## src/rtl/amo_req_gen_cluster.sv

```systemverilog
// amo_req_gen_cluster: initiator-side request generator for the cluster's
// bank-level atomic shim. Takes one 32-bit load/store/AMO at a time from a
// core port, packs it onto a DataWidth-wide TCDM master port and returns the
// selected 32-bit word through a buffered response handshake.
// Optional feature macro: AMO_REQ_TIMEOUT_EN (grant-wait timeout of
// TimeoutCycles cycles; REQ waits indefinitely when the macro is undefined).
module amo_req_gen_cluster #(
  parameter int unsigned AddrMemWidth  = 32,
  parameter int unsigned DataWidth     = 64,
  parameter int unsigned TimeoutCycles = 256
) (
  input  logic                      clk_i,
  input  logic                      rst_i,
  input  logic                      req_valid_i,
  output logic                      req_ready_o,
  input  logic [31:0]               req_addr_i,
  input  logic [3:0]                req_amo_i,
  input  logic                      req_wen_i,
  input  logic [31:0]               req_wdata_i,
  input  logic [31:0]               req_cmp_i,
  input  logic [3:0]                req_be_i,
  output logic                      resp_valid_o,
  input  logic                      resp_ready_i,
  output logic [31:0]               resp_rdata_o,
  output logic                      resp_err_o,
  output logic                      out_req_o,
  input  logic                      out_gnt_i,
  output logic [AddrMemWidth-1:0]   out_add_o,
  output logic [3:0]                out_amo_o,
  output logic                      out_wen_o,
  output logic [DataWidth-1:0]      out_wdata_o,
  output logic [DataWidth/8-1:0]    out_be_o,
  input  logic [DataWidth-1:0]      out_rdata_i
);

  localparam int unsigned BeW = DataWidth / 8;

  typedef enum logic [1:0] {IDLE, REQ, DATA, RSP} state_e;

  state_e                  state_q, state_d;
  logic [AddrMemWidth-1:0] add_q, add_sel;
  logic [3:0]              amo_q;
  logic                    wen_q;
  logic [DataWidth-1:0]    wdata_q, wdata_sel;
  logic [BeW-1:0]          be_q, be_sel;
  logic                    hi_q, hi_sel;
  logic [31:0]             rdata_sel, resp_rdata_q;
  logic                    resp_err_q;
  logic                    illegal, is_amo, is_cas, timeout, accept;

  assign is_amo = (req_amo_i != 4'h0);
  assign is_cas = (req_amo_i == 4'hA);
  assign accept = (state_q == IDLE) && req_valid_i;

  // Lane packing depends on the bank width: 64-bit banks hold two 32-bit
  // words selected by address bit 2; 32-bit banks have no room for CAS.
  generate
    if (DataWidth == 64) begin : g_w64
      assign add_sel   = AddrMemWidth'(req_addr_i >> 3);
      assign hi_sel    = req_addr_i[2];
      assign wdata_sel = is_cas ? {req_wdata_i, req_cmp_i} : {req_wdata_i, req_wdata_i};
      assign be_sel    = is_amo ? (hi_sel ? 8'hF0 : 8'h0F)
                                : (hi_sel ? {req_be_i, 4'b0000} : {4'b0000, req_be_i});
      assign rdata_sel = hi_q ? out_rdata_i[63:32] : out_rdata_i[31:0];
      assign illegal   = (req_amo_i > 4'hA);
    end else begin : g_w32
      assign add_sel   = AddrMemWidth'(req_addr_i >> 2);
      assign hi_sel    = 1'b0;
      assign wdata_sel = req_wdata_i;
      assign be_sel    = is_amo ? 4'hF : req_be_i;
      assign rdata_sel = out_rdata_i;
      assign illegal   = (req_amo_i >= 4'hA);
    end
  endgenerate

`ifdef AMO_REQ_TIMEOUT_EN
  localparam int unsigned CntW = (TimeoutCycles > 2) ? $clog2(TimeoutCycles) : 1;

  logic [CntW-1:0] cnt_q;

  // Grant-wait counter: zero outside REQ, counts REQ cycles without grant.
  always_ff @(posedge clk_i) begin
    if (rst_i)                          cnt_q <= '0;
    else if (state_q != REQ)            cnt_q <= '0;
    else if (!out_gnt_i && !timeout)    cnt_q <= cnt_q + 1'b1;
  end

  // A grant in the final waiting cycle takes priority over the drop.
  assign timeout = (state_q == REQ) && !out_gnt_i &&
                   (cnt_q == CntW'(TimeoutCycles - 1));
`else
  assign timeout = 1'b0;
`endif

  // Next-state logic for the single-outstanding request sequencer.
  always_comb begin
    state_d = state_q;
    case (state_q)
      IDLE: if (req_valid_i) state_d = illegal ? RSP : REQ;
      REQ: begin
        if (out_gnt_i)    state_d = DATA;
        else if (timeout) state_d = RSP;
      end
      DATA: state_d = RSP;
      RSP:  if (resp_ready_i) state_d = IDLE;
      default: state_d = IDLE;
    endcase
  end

  // State register.
  always_ff @(posedge clk_i) begin
    if (rst_i) state_q <= IDLE;
    else       state_q <= state_d;
  end

  // Bank-side request fields: latched once on acceptance, stable through REQ.
  always_ff @(posedge clk_i) begin
    if (rst_i) begin
      add_q   <= '0;
      amo_q   <= 4'h0;
      wen_q   <= 1'b0;
      wdata_q <= '0;
      be_q    <= '0;
      hi_q    <= 1'b0;
    end else if (accept && !illegal) begin
      add_q   <= add_sel;
      amo_q   <= req_amo_i;
      wen_q   <= is_amo ? 1'b0 : req_wen_i;
      wdata_q <= wdata_sel;
      be_q    <= be_sel;
      hi_q    <= hi_sel;
    end
  end

  // Response buffer: bank data one cycle after grant, or an error word.
  always_ff @(posedge clk_i) begin
    if (rst_i) begin
      resp_rdata_q <= 32'h0;
      resp_err_q   <= 1'b0;
    end else if (accept && illegal) begin
      resp_rdata_q <= 32'h0;
      resp_err_q   <= 1'b1;
    end else if (state_q == DATA) begin
      resp_rdata_q <= rdata_sel;
      resp_err_q   <= 1'b0;
    end else if (timeout) begin
      resp_rdata_q <= 32'h0;
      resp_err_q   <= 1'b1;
    end
  end

  assign req_ready_o  = (state_q == IDLE);
  assign out_req_o    = (state_q == REQ);
  assign resp_valid_o = (state_q == RSP);
  assign out_amo_o    = (state_q == REQ) ? amo_q : 4'h0;
  assign out_add_o    = add_q;
  assign out_wen_o    = wen_q;
  assign out_wdata_o  = wdata_q;
  assign out_be_o     = be_q;
  assign resp_rdata_o = resp_rdata_q;
  assign resp_err_o   = resp_err_q;

endmodule

```

## config.mk

```make
export PLATFORM = sky130hd
export DESIGN_NAME = amo_req_gen_cluster
export DESIGN_NICKNAME = d
export VERILOG_FILES = /design/src/rtl/amo_req_gen_cluster.sv
export SDC_FILE = /design/constraint.sdc
export NUM_CORES = 1
export LEC_CHECK = 0
export BUFFER_PORTS_ARGS = -buffer_cell sky130_fd_sc_hd__buf_2
export CORE_UTILIZATION = 38
export CTS_CLUSTER_DIAMETER = 80
export DETAILED_ROUTE_END_ITERATION = 16
export PLACE_DENSITY = 0.67
export SYNTH_ARGS = -nofsm -noshare
export SYNTH_HDL_FRONTEND = slang
export SYNTH_SLANG_ARGS = --single-unit
```

## constraint.sdc

```tcl
create_clock -name clk_i -period 1.65 [get_ports clk_i]
set_input_delay 0.33 -clock clk_i [delete_from_list [all_inputs] [get_ports clk_i]]
set_output_delay 0.33 -clock clk_i [all_outputs]
set_load 0.02 [all_outputs]
```

==> impl_summary.md, run 1 <==
Cells and area
The register area is 0.002845 mm2. Compared with the post-synthesis result, the final layout area differs by 40.55%. The final net count is 1160. The layout filler cell count is 1541.

In the final layout, the multi-input gates occupy 0.003334 mm2. Leaving out filler cells and counting taps, the final layout contains roughly 1200. The proportion of layout cells with a drive suffix above 1 is 45.32%.

Outcome
The run finished with clean final reports.

Logic synthesis
The post-synthesis cell count is slightly below 700. The count of cell types in the netlist is 38. The biggest area contributor in the post-synthesis netlist is dfxtp_1.

The average footprint of a synthesized cell is around 9.6 um2. For this run, asynchronously set or reset flops after synthesis account for 0%. The count of flip-flops with a built-in enable after synthesis is 0. Yosys attributes the largest share of cell area to dfxtp_1, mux2i_1, o31ai_1, nand4_1, a211oi_2. Counting flops and latches in the post-synthesis netlist gives ~140. For this run, the leading register cell type out of synthesis is dfxtp_1. The post-synthesis instance area is 0.006613 mm2. The top cell type by area accounts for 42.99% of the synthesized area.

The share of the yosys chip area belonging to registers is between 40% and 50%. Yosys printed 0 warnings.

STA
The number of pins with negative max-slew slack in the final report is 0. The worst hold slack after final layout is 0.1594 ns. The post-route clock period utilization is between 90% and 100%.

The number of hold-slack violations in the final timing report was 0. The worst clock skew is 0.006808 ns. Setup repair after global routing could not meet its margin everywhere.

Setup violations remaining at the end of the flow were counted as 0. The worst path needs 1.641 ns of the cycle, external delays included. The setup TNS after final layout is 0 ns. Based on the critical path, the design can be clocked at up to 609.3 MHz. The worst-case setup margin in the final layout is 0.008666 ns.

Critical path
The delay contributed by the slowest stage of the critical path is roughly 0.33 ns. The kind of end point of the critical path is a primary output. STA classifies the critical path startpoint as a flop. The highest-delay cell along the critical path is dfxtp_2.

Of all nets on the critical path, the largest fanout is 6. STA puts the critical path data arrival time at 1.31 ns. The most common cell type on the critical path is buf_6. For the worst setup path, the data required time is roughly 1.3 ns.

Counting both buffers and inverters, the worst setup path holds a total of 2. Traced cell by cell, the critical path runs through buf_6 > ha_4 > and2_4 > buf_6. Broken down by cell family, the worst path's largest delay share belongs to flip-flops. The critical setup path kind is flop to primary output.

Global route
The wire length of the first global-routing pass is 33.43 mm. The initial antenna violation count is 2. The overall overflow remaining after global route is 0.

The largest net degree at the start of global routing is 87. Across every metal layer, demand over resource in global routing totals 23.62%. The via count of the first global-routing pass is approximately 6300.

Detailed routing
For this run, the detailed router's first-pass iteration total came to 5. The number of design-rule violations left by the first detailed-router iteration is 301. Dividing the detail-routed via count by the number of cells gives 5.573.

The final wirelength is 22.01 mm. In the final routed layout, each cell accounts on average for between 15 and 20 um. Detailed routing inserted a total of 6766 vias.

In this run the remaining antenna-violating nets after routing total 0. The remaining routing DRC violations is 0.

Power
The leakage component of the power is 3.934 nW. IR analysis of the VDD net gives a maximum drop of ~650 uV. The ratio of total power to cell area is 1479 mW/mm2.

CTS
The clock insertion delay at the later pin of the skew report is 0.41 ns. The H-tree was split into 4 levels. The longest clock path from root to sink contains 2 buffers. The root buffer cell chosen for the clock tree is clkbuf_16. The number of buffers inserted during clock tree synthesis is 17. The post-CTS clock slew at the launch and capture registers of the worst setup and hold paths is 0.06 ns. The number of clock sinks is around 140. The CTS tree is done.

Floorplanning
The starting utilization of the core area is 39.46%. Measured along the x axis, the die boundary spans 133.9 um. For this design the top-level I/O count stands at 319.

The floorplan step defined a die boundary enclosing 0.01793 mm2. The number of placement rows is 47. The die span in y is 133.9 um. The core outline area is 0.01676 mm2.

Run
The tool flagged a number of max-cap violations equal to 0.

Placed design
The routability congestion estimate is 0.8191. The number of placed instances, taps included, is 1177. The detailed placement HPWL is approximately 15 mm. Before CTS, the worst setup slack after placement is -0.01179 ns. The count of buffers from port buffering is 313.

Min path
The kind of path behind the tightest hold check is primary input to flop.
-- final cells by class --
| type | instances | area share [%] |
|---|---|---|
| diodes | 1 | 0.02693 |
| clock buffers | 21 | 5.062 |
| clock inverters | 10 | 1.212 |
| inverters | 12 | 0.4847 |
| multi-input cells | 443 | 35.88 |
| flip-flops and latches | 142 | 30.61 |
| well taps | 220 | 2.962 |
| repair buffers | 365 | 23.76 |
-- stage by stage --
stage | util [%] | total power [mW] | instance area, um2
after global placement | 51.14 | 9.738 | 8571
after CTS | 54.98 | 13.72 | 9214
after global routing | 55.45 | 14.47 | 9294
after detailed placement | 51.14 | 9.800 | 8571
final | 55.45 | 13.75 | 9294
after floorplan | - | 7.911 | 6634
-- cell usage after synthesis, types with 2 or more instances --
library cell	number
a211oi_1	35
buf_1	2
buf_2	25
nand4_1	65
and3_1	2
and2_1	5
a211oi_2	30
mux2i_1	64
o32ai_1	8
o221ai_1	4
a21oi_1	67
dfxtp_1	142
o31ai_1	66
inv_1	12
a31oi_1	34
ha_1	5
nand2b_1	5
nand2_1	3
buf_12	3
buf_6	3
buf_4	12
clkbuf_1	47
nor2_1	33
-- cells by family after synthesis --
kind of cell	synth area share, %
fa+ha+maj	0.9461
mux	9.688
buf+inv	8.136
flops	42.99
simple gates	10.41
compound gates	27.78
other cells	0.05671
-- layout by cell type (no fill, tap or decap), types with 2 or more instances in the layout --
cell        netlist  routed
a211oi_2         30      30
nand2b_1          5       5
o31ai_2           1       2
mux2i_1          64      64
a31oi_1          34      34
nand2_4           0       2
conb_1            1       3
buf_6             3       7
nor2_1           33      33
a21oi_1          67      67
dfxtp_2           0       2
clkbuf_16         0      18
dfxtp_1         142     140
buf_4            12      33
a211oi_1         35      35
clkbuf_8          0       3
ha_1              5       2
nand4_1          65      65
buf_12            3      15
o221ai_1          4       4
and2_4            0       5
ha_4              0       2
o32ai_1           8       8
clkinv_2          0       4
inv_1            12      11
bufinv_16         0       2
o31ai_1          66      64
buf_2            25     308
clkinvlp_4        0       2
-- timing repair --
item	4_1_cts	5_1_grt
hold buffers	0	0
setup buffers	1	3
gates cloned	0	1
resized for setup	17	7
hold endpoints to repair	0	0
pin swaps	4	1
endpoints found under the setup margin	5	73
-- where the power goes --
group          internal (mW)  leakage [nW]  switching, mW  total [mW]
Combinational           2.08          2.49           3.32        5.40
Clock                   2.33         0.285           1.48        3.81
Sequential              4.16          1.16          0.376        4.54
-- worst paths after layout --
path | start | endpoint | slack, ns | cells after the start
max | state_q[0]$_SDFFE_PP0P_ | out_amo_o[0] | 0.009 | 4
min | rst_i | hi_q$_SDFFE_PP0P_ | 0.16 | 2
max reg2reg | state_q[0]$_SDFFE_PP0P_ | out_wdata_o[30]$_SDFFE_PP0P_ | 0.10 | 6
min reg2reg | out_wdata_o[60]$_SDFFE_PP0P_ | out_wdata_o[60]$_SDFFE_PP0P_ | 0.47 | 2
-- registers in the layout (all words and copies together) (netlist names) --
| signal | cells |
|---|---|
| out_wdata_o | 64 |
| resp_rdata_o | 32 |
| out_add_o | 29 |
| out_be_o | 8 |
| amo_q | 4 |
| state_q | 2 |
| hi_q | 1 |
| out_wen_o | 1 |
| resp_err_o | 1 |
-- layer usage --
metal	vias up	GRT usage, %	part of all wire (%)
met3	41	6.954	8.6
met5	-	0	0.055
met1	3202	28.03	41
met4	2	9.659	2.8
li1	3240	-	-
met2	281	39.72	48
Power figures use the tool's default switching activity.
==> run 2, diff against run 1 <==
ABC_AREA = 1   (was unset)
PLACE_DENSITY = 0.68   (was 0.67)
==> impl_summary.md, run 2 <==
Outcome
The flow ran to the end, and the final reports show no timing, DRC or antenna violations.

STA
The worst path in the final design needs a cycle of 1.618 ns, including I/O delays and setup. Setup violations remaining at the end of the flow were counted as 0. Between clock sinks in the finished design, the worst skew comes to 0.008333 ns. The post-route clock period utilization is 98.05%. Derived from the worst setup path, the maximum achievable clock frequency is roughly 600 MHz.

The number of hold-slack violations in the final timing report came to 0. Setup repair after global routing could not meet its margin everywhere. The number of pins with negative max-slew slack in the final report is 0.

Cells and area
After routing the design area is around 0.0088 mm2. The number of antenna cells inserted is 0. Of the cells placed in the final design, the portion with a size suffix greater than 1 is between 30 and 40%. Leaving out fill and tap cells, the most frequent cell in the layout is buf_2. The area growth from synthesis to layout is 39.91%. The post-layout utilization of the core is around 55%.

In the layout the commonest cells are buf_2, nor2_1, nand2_1, dfxtp_1, o21ai_0. The final net count is 1408. The filler cells instantiated in the layout total between 1500 and 2000.

The count of placed standard cells in the final layout, fillers left out is 1458. The register with the most flip-flops in the layout has 64 of them.

Global route
The wire length of the first global-routing pass is roughly 27 mm. The busiest layer in global routing is met2. The total overflow left after global routing is 0.

The initial antenna violation count came to 1. The met1 routing resource usage after global routing is 22.27%. The met3 layer usage reported by global route is 6.759%. The via count of the first global-routing pass is 5579. Global routing used 20.40% of the available tracks.

For met2 alone, demand over resource in global routing was 36.48%. Entering global routing, the biggest net connects between 60 and 70 pins.

CTS
The number of buffers inserted during clock tree synthesis is 17. The post-CTS clock slew at the launch and capture registers of the worst setup and hold paths is 0.06 ns. The clock root buffer master is clkbuf_16.

Buffers inserted to repair hold after CTS numbered 0. At the later pin of the worst-skew pair, clock insertion delay measures 0.41 ns. The deepest level of the CTS H-tree is 4. The buffer depth of the longest clock path is 2. Clock tree synthesis found a total of ~140 sinks. The CTS tree is done.

Logic synthesis
A synthesized cell averages 6.795 um2. The number of flip-flops and latches in the synthesized netlist is 142. The number of warnings issued by yosys is 0. By area the synthesized netlist is led by dfxtp_1, nor2_1, nand2_1, o21ai_0, a21oi_1. The library cell with the highest instance count after synthesis is nor2_1. Summed over all instances, the cell type with the most area after synthesis is dfxtp_1. The most used flip-flop cell after synthesis is dfxtp_1. The cell count after synthesis came out at 927. The count of cell types in the netlist is 26. Counting flops with an async set or reset pin after synthesis yields a share of 0%. Sorting the synthesized cells by how often they occur yields nor2_1, nand2_1, dfxtp_1. The area share of the largest cell type after synthesis is 45.13%.

Summing every instance area after synthesis gives ~0.0063 mm2. The count of flip-flops with a built-in enable after synthesis is 0. The share of the yosys chip area belonging to registers is 45.13%.

Critical path
The critical setup path kind is flop to primary output. The type of element launching the critical path is a flop. The worst register-to-register path begins at state_q[0]$_SDFFE_PP0P_. The kind of cell with the highest combined delay along the critical path is flip-flops. The data arrival time at the worst-slack endpoint is roughly 1.3 ns. The data required time of the worst path is about 1.3 ns. The number of cells on the worst reg-to-reg path is 9. The delay contributed by the slowest stage of the critical path is 0.33 ns. The maximum fanout encountered on the critical timing path is 6.

In this run the register-to-register setup slack is 0.07 ns. Walking the worst path, the cells encountered are inv_2 > buf_6 > ha_4 > nand2_2 > inv_2 > buf_6. For this design, the slowest cell found on the critical path is dfxtp_2. The endpoint of the worst register-to-register path is out_be_o[5]$_SDFFE_PP0P_. The count of buffering cells on the critical path with inverters included is 4. STA classifies the critical path endpoint as a primary output.

Detailed routing
The routed length per placed instance is 12.59 um. The detailed router placed 6459 vias in this run. The number of design-rule violations left by the first detailed-router iteration is 231. After detailed routing, the number of remaining DRC violations is 0. The final wirelength is 18.35 mm. The first-pass detailed-route iteration total is 4.

In the routed layout, each cell is associated on average with a via count of 4.430. In this run the remaining antenna-violating nets after routing total 0.

Placed design
The congestion estimate from routability-driven global placement came to around 0.81. Buffers placed on the I/O ports in this run total 313. After legalization and detailed placement, the total HPWL measured 12.98 mm. Summing all placed instances gives a cell area of just over 0.008 mm2. The cell count after placement is 1423.

Min path
For hold timing, the worst endpoint is out_add_o[27]$_SDFFE_PP0P_. In this run the worst hold path is classified as primary input to flop. The start point of the worst hold path is req_addr_i[30]. The depth of the worst hold-timing path is 3.

Floorplanning
The die covers 0.01709 mm2. In this run the vertical extent of the chip is 130.7 um. The core outline area is 0.01606 mm2. The width of the chip is around 130 um. During I/O placement, the number of pins put on the boundary was 319. The number of placement rows is 46. The starting utilization of the core area is 39.22%.

Power
Power comes to 13.29 mW. Per report_power, the sequential group accounts for 34.0% of the total. The internal power of the cells totals 8.342 mW.

Power spread over the standard cell area amounts to 1508 mW/mm2. The clock network burns 28.8% of the power. The worst supply voltage drop on vdd is 685.7 uV. Summed over all cells, the static leakage comes to between 4 and 5 nW. The switching power is 4.950 mW. The combinational share of power is a little under two fifths.

The switching part of the total is a little under two fifths.

Run
The tool flagged a number of max-cap violations equal to 0.
run 2: changes by cell type after synthesis, sizes merged, moves of 6 or more:
cell / previous run / this run
a211oi: 65 / 0
nand2: 3 / 205
a21oi: 68 / 74
nor2: 33 / 247
o21ai: 0 / 97
and2: 6 / 0
a31oi: 34 / 0
mux2i: 64 / 0
buf: 45 / 33
o31ai: 67 / 0
o32ai: 8 / 0
nand4: 65 / 0
clkbuf: 47 / 28
inv: 12 / 84
run 2: cells by family (layout without fill, tap and decap cells):
family	Yosys count	count (layout)	share of synthesized area [%]
AND/OR/NAND/NOR	463	463	28.84
AO/OA/AOI/OAI	171	171	14.06
buffers and inverters	145	458	10.91
flip-flops	142	142	45.13
adder cells (fa/ha/maj)	5	5	0.9932
other	1	3	0.05954
run 2: how the worst max path moves through the flow:
stage | depth (start not counted) | endpoint | startpoint | slack, ns
after floorplan | 9 | out_wdata_o[11]$_SDFFE_PP0P_ | state_q[0]$_SDFFE_PP0P_ | 0.03
after global placement | 7 | amo_q[2]$_SDFFE_PP0P_ | req_amo_i[1] | 0.07
after detailed placement | 7 | out_wdata_o[52]$_SDFFE_PP0P_ | req_amo_i[1] | 0.03
after CTS | 6 | out_amo_o[2] | state_q[1]$_SDFFE_PP0P_ | 0.003
after global routing | 6 | out_amo_o[0] | state_q[1]$_SDFFE_PP0P_ | -0.03
final | 6 | out_amo_o[3] | state_q[1]$_SDFFE_PP0P_ | 0.03
run 2: power by group through the flow:
stage	clock, mW	sequential, mW	combinational [mW]
3_3_place_gp	0	4.55	4.72
3_5_place_dp	0	4.58	4.76
6_report	3.83	4.52	4.94
5_1_grt	4.08	4.62	5.48
2_1_floorplan	0	5.45	2.33
4_1_cts	3.93	4.52	4.82
run 2: per-layer routing:
layer / up-vias / wire length (um)
met5: - / 13
met4: 2 / 345
met3: 27 / 1446
met2: 208 / 8749
met1: 2774 / 7795
li1: 3448 / -
run 2: final cells by class:
cell class,instances,area [um2],share of cell area (%)
clock buffers,20,456.7,5.182
clock inverters,12,133.9,1.519
inverters,84,315.3,3.578
multi-input cells,642,2808,31.86
flip-flops and latches,142,2845,32.29
well taps,216,270.3,3.067
repair buffers,342,1983,22.50
run 2: tightest hold or removal path, delay by kind of cell:
kind | cells | cell delay, ns
AND/OR/NAND/NOR | 1 | 0.07
AO/OA/AOI/OAI | 1 | 0.06
buffers and inverters | 1 | 0.08
run 2: metrics by stage:
step	hold slack, ns	TNS (ns)	setup slack [ns]
6_report	0.1593	0	0.03217
5_1_grt	0.1534	-0.1871	-0.02768
4_1_cts	0.1441	0	0.002547
3_5_place_dp	0.4594	0	0.03355
3_3_place_gp	0.4491	0	0.07087
2_1_floorplan	0.4395	0	0.02740
run 2: timing repair:
action	in CTS	in global routing
resized for setup	13	18
pin swaps	5	1
buffers inserted	0	2
gates cloned	0	1
endpoints found under the setup margin	5	49
